--- config.mk ---
export PLATFORM = sky130hd
export DESIGN_NAME = parity_check_stream
export DESIGN_NICKNAME = d
export VERILOG_FILES = /design/src/rtl/parity_check_stream.sv
export SDC_FILE = /design/constraint.sdc
export NUM_CORES = 1
export LEC_CHECK = 0
export CAP_MARGIN = 0
export CORE_UTILIZATION = 47
export CTS_CLUSTER_DIAMETER = 200
export DETAILED_ROUTE_END_ITERATION = 10
export PLACE_DENSITY = 0.8
export SLEW_MARGIN = 5
export SYNTH_ARGS = -nofsm -noshare
export SYNTH_HDL_FRONTEND = slang
export SYNTH_SLANG_ARGS = --single-unit
--- constraint.sdc ---
create_clock -name clk -period 2.9 [get_ports clk]
set_clock_uncertainty 0.2 [all_clocks]
set_input_delay 0.58 -clock clk [delete_from_list [all_inputs] [get_ports clk]]
set_output_delay 0.58 -clock clk [all_outputs]
set_load 0.01 [all_outputs]
--- src/rtl/parity_check_stream.sv ---
// Streaming parity checker: registers each accepted word, regenerates its parity
// under the sampled mode, flags mismatches and keeps a saturating error count.
//
// state | meaning
// EMPTY | output stage holds no word, out_valid=0
// FULL  | output stage holds a checked word, out_valid=1
module parity_check_stream #(
    parameter int DATA_W = 8,
    parameter int CNT_W  = 16
) (
    input  logic              clk,
    input  logic              rst_n,
    input  logic              in_valid,
    output logic              in_ready,
    input  logic [DATA_W-1:0] in_data,
    input  logic              in_par,
    input  logic              mode_odd,
    output logic              out_valid,
    input  logic              out_ready,
    output logic [DATA_W-1:0] out_data,
    output logic              out_par,
    output logic              out_pe,
    input  logic              clr_err,
    output logic [CNT_W-1:0]  err_cnt,
    output logic              err_sticky
);

    typedef enum logic {
        EMPTY = 1'b0,
        FULL  = 1'b1
    } state_t;

    localparam logic [CNT_W-1:0] CNT_MAX = {CNT_W{1'b1}};
    localparam logic [CNT_W-1:0] CNT_ONE = {{(CNT_W-1){1'b0}}, 1'b1};

    state_t state, state_nxt;
    logic   accept;
    logic   gen_par;
    logic   pe;

    assign out_valid = (state == FULL);
    assign in_ready  = !out_valid || out_ready;
    assign accept    = in_valid && in_ready;
    assign gen_par   = (^in_data) ^ mode_odd;
    assign pe        = (in_par != gen_par);

    always_ff @(posedge clk or negedge rst_n) begin
        if (!rst_n) begin
            state <= EMPTY;
        end else begin
            state <= state_nxt;
        end
    end

    always_comb begin
        state_nxt = state;
        case (state)
            EMPTY: if (accept) state_nxt = FULL;
            FULL:  if (out_ready && !accept) state_nxt = EMPTY;
            default: state_nxt = EMPTY;
        endcase
    end

    always_ff @(posedge clk or negedge rst_n) begin
        if (!rst_n) begin
            out_data <= '0;
            out_par  <= 1'b0;
            out_pe   <= 1'b0;
        end else if (accept) begin
            out_data <= in_data;
            out_par  <= gen_par;
            out_pe   <= pe;
        end
    end

    // Clear wins over a same-cycle error word; the word itself still carries out_pe.
    always_ff @(posedge clk or negedge rst_n) begin
        if (!rst_n) begin
            err_cnt    <= '0;
            err_sticky <= 1'b0;
        end else if (clr_err) begin
            err_cnt    <= '0;
            err_sticky <= 1'b0;
        end else if (accept && pe) begin
            err_sticky <= 1'b1;
            if (err_cnt != CNT_MAX) begin
                err_cnt <= err_cnt + CNT_ONE;
            end
        end
    end

endmodule

==> results.sh <==
export IMPL_netlist_instances=139
export IMPL_timing_critical_path_to_type="flop"
export IMPL_syn_avg_cell_area_um2=10.7
export IMPL_setup_viol=0
export IMPL_start_util_pct=49.3
export IMPL_synth_enable_flop_cells=0
export IMPL_max_clock_path_buffers=2
export IMPL_placementRows=20
export IMPL_path_type_of_the_worst_setup_path="primary input to flop"
export IMPL_filler_cell_count=240
export IMPL_dominant_combinational_cell_family_by_area_after_synthesis="simple AND/OR/NAND/NOR gates"
export IMPL_arrival_ps=2810
export IMPL_placement_cell_area_um2=2030
export IMPL_multi_input_area_um2=751
export IMPL_worst_hold_path_type="flop to flop"
export IMPL_static_power_due_to_leakage_nw=0.823
export IMPL_drive_gt1_share_pct=14.8
export IMPL_drtPass1Iterations=4
export IMPL_first_global_vias=1278
export IMPL_buffer_ports_inserted=43
export IMPL_power_per_unit_of_standard_cell_area_nw_per_um2=482
export IMPL_dp_cells=229
export IMPL_cts_root_buffer_cell="clkbuf_4"
export IMPL_yosys_area_share_xor_xnor_pct=8.72
export IMPL_ys_seq_area_share_pct=47.0
export IMPL_timing_critical_path_slowest_stage_cell="or4_1"
export IMPL_clkLatencyLatePin_ps=330
export IMPL_final_hold_violation_count=0
export IMPL_die_height_um=58.3
export IMPL_wl_um=3610
export IMPL_core_area_um2=3030
export IMPL_gp_congestion=0.822
export IMPL_worst_slew_pin_transition_ps=706
export IMPL_finalNetCount=206
export IMPL_timing_critical_path_from_type="primary input"
export IMPL_fin_max_slew_vios=0
export IMPL_layout_area_seq_um2=701
export IMPL_postSynthRegisterBits=28
export IMPL_maxCapViolations=0
export IMPL_cts_reportedPaths_clkPinSlew_ps=150
export IMPL_max_freq_ghz=0.361
export IMPL_yosys_warnings=0
export IMPL_dr_iter_0_viols=51
export IMPL_grt_overflow=0
export IMPL_tritoncts="done"
export IMPL_clock_sinks=28
export IMPL_ys_types=35
export IMPL_synth_cell_area_um2=1490
export IMPL_status="finished, final reports clean"
export IMPL_synth_async_reset_ratio_pct=100
export IMPL_post_route_clock_period_utilization_pct=95.5
export IMPL_final_common_cell="clkdlybuf4s50_1"
export IMPL_final_design_area_no_fill_um2=2060
export IMPL_antenna_cells=0
export IMPL_critPathMaxFanout=23
export IMPL_post_cts_setup_buffers=0
export IMPL_min_period_ps=2770
export IMPL_grt_max_degree=29
export IMPL_die_w_um=58.3
export IMPL_antenna_found_initial=0
export IMPL_setup_repair_after_global_routing_missed_its_margin="false"
export IMPL_critPathMaxStageDelay_ps=510
export IMPL_synth_mux_area_fraction_pct=8.31
export IMPL_post_synth_fa_ha_maj_area_fraction_pct=0.839
export IMPL_finalNonFillerCells=233
export IMPL_place_detailed_hpwl_um=2690
export IMPL_whs_ps=305
export IMPL_antenna_violating_nets_post_route=0
export IMPL_final_util_pct=68.2
export IMPL_maximum_vdd_drop_mv=0.288
export IMPL_postSynthNetCount=155
export IMPL_design_portCount=44
export IMPL_cts_bufs_inserted=3
export IMPL_post_drt_via_cell_ratio=5.60
export IMPL_routed_vias=1304
export IMPL_most_frequent_cells_in_the_layout="43 x clkdlybuf4s50_1, 28 x dfrtp_1, 13 x a21oi_1"
export IMPL_post_drt_wl_per_cell_um=15.5
export IMPL_cts_hold_buffers=0
export IMPL_synth_flop_cell="dfrtp_1"
export IMPL_area_growth_syn_to_layout_pct=38.4
export IMPL_fin_setup_tns_ps=0
export IMPL_max_slew_margin_rel_pct=52.8
export IMPL_cts_resized_gates=0
export IMPL_worst_endpoint_required_ps=2940
export IMPL_fp_dieArea_um2=3400
export IMPL_global_route_usage_total_pct=23.0
export IMPL_drcViolationCount=0
export IMPL_post_synthesis_simple_gate_area_fraction_pct=20.0
export IMPL_crit_path_cell_trace="clkdlybuf4s50_1, xnor2_1, xnor3_2, xor2_2, buf_12, or4_1, a21oi_1"
export IMPL_global_route_wire_length_before_repair_um=6020
export IMPL_synth_compound_area_share_pct=12.5
export IMPL_ctsHtreeMaxLevel=1
## worst max-delay path: cells and delay by family
| kind | cells | cell delay (ps) |
|---|---|---|
| AOI/OAI and AO/OA | 1 | 180 |
| xor gates and xnor gates | 3 | 920 |
| buffers and inverters | 2 | 610 |
| and+or+nand+nor | 1 | 510 |
## per-layer routing
metal,wire (µm),up-vias,global-route usage [%],part of all wire (%)
met3,170,0,3.30,4.7
met1,1570,645,31.8,43
met5,0,-,0,0
met2,1870,40,38.6,52
li1,-,619,-,-
met4,0,0,5.44,0
## cells in the mapped netlist, types with 2 or more instances
cell / n / area (µm²)
or4_1: 10 / 75.1
dfrtp_1: 28 / 701
nand2b_1: 2 / 12.5
o21ai_0: 2 / 10.0
nand2_1: 10 / 37.5
buf_2: 2 / 10.0
xor2_2: 2 / 32.5
a21oi_1: 13 / 65.1
and2_1: 4 / 25.0
nand4_1: 2 / 12.5
nor2b_1: 4 / 25.0
and4_1: 3 / 26.3
nor2_1: 6 / 22.5
nand3_1: 6 / 30.0
xnor2_1: 4 / 35.0
o31ai_1: 10 / 75.1
mux2_2: 10 / 113
clkbuf_1: 4 / 15.0
## path summary, 6_finish.rpt
path | endpoint | start | slack [ps] | cells after the start
worst max-delay path | err_cnt[13] | in_data[2] | 130 | 7
worst min-delay path | out_pe | out_pe | 310 | 1
worst max register to register | err_cnt[13] | err_cnt[0] | 290 | 7
worst min register to register | out_pe | out_pe | 310 | 1
max in group asynchronous | out_data[1] | rst_n | 1810 | 2
min in group asynchronous | out_data[4] | rst_n | 430 | 2
## sequential cells by signal, indices dropped and copies added, names as in the netlist
signal and flops:
err_sticky 1, out_pe 1, out_data 8, err_cnt 16
out_par 1, out_valid 1
## where the power goes
group	total (mW)	switching, mW	leakage (nW)	internal [mW]
combinational	0.357	0.165	0.437	0.192
clock	0.193	0.116	0.0210	0.0769
sequential	0.447	0.0227	0.365	0.424
total	0.996	0.303	0.823	0.692
## metrics by stage
step | total power [mW] | worst slack, ps
after floorplan | 0.622 | 398
after CTS | 1.00 | 129
final | 0.996 | 131
after global routing | 1.04 | 97.0
after global placement | 0.796 | -79.8
after detailed placement | 0.809 | -207
## area by class of cell
type | count | area share (%)
tap | 44 | 2.67
timing repair buffer | 53 | 25.1
sequential | 28 | 33.9
inverter | 1 | 0.182
clock buffer | 4 | 1.76
multi-input combinational | 103 | 36.4
## logic make-up (layout without fill, tap and decap cells)
logic type | after synthesis | after routing
compound gates | 30 | 30
xor+xnor | 9 | 9
fa+ha+maj | 1 | 1
buf+inv | 8 | 58
flops | 28 | 28
mux | 11 | 11
simple gates | 52 | 52
(Power assumes the default switching activity.)
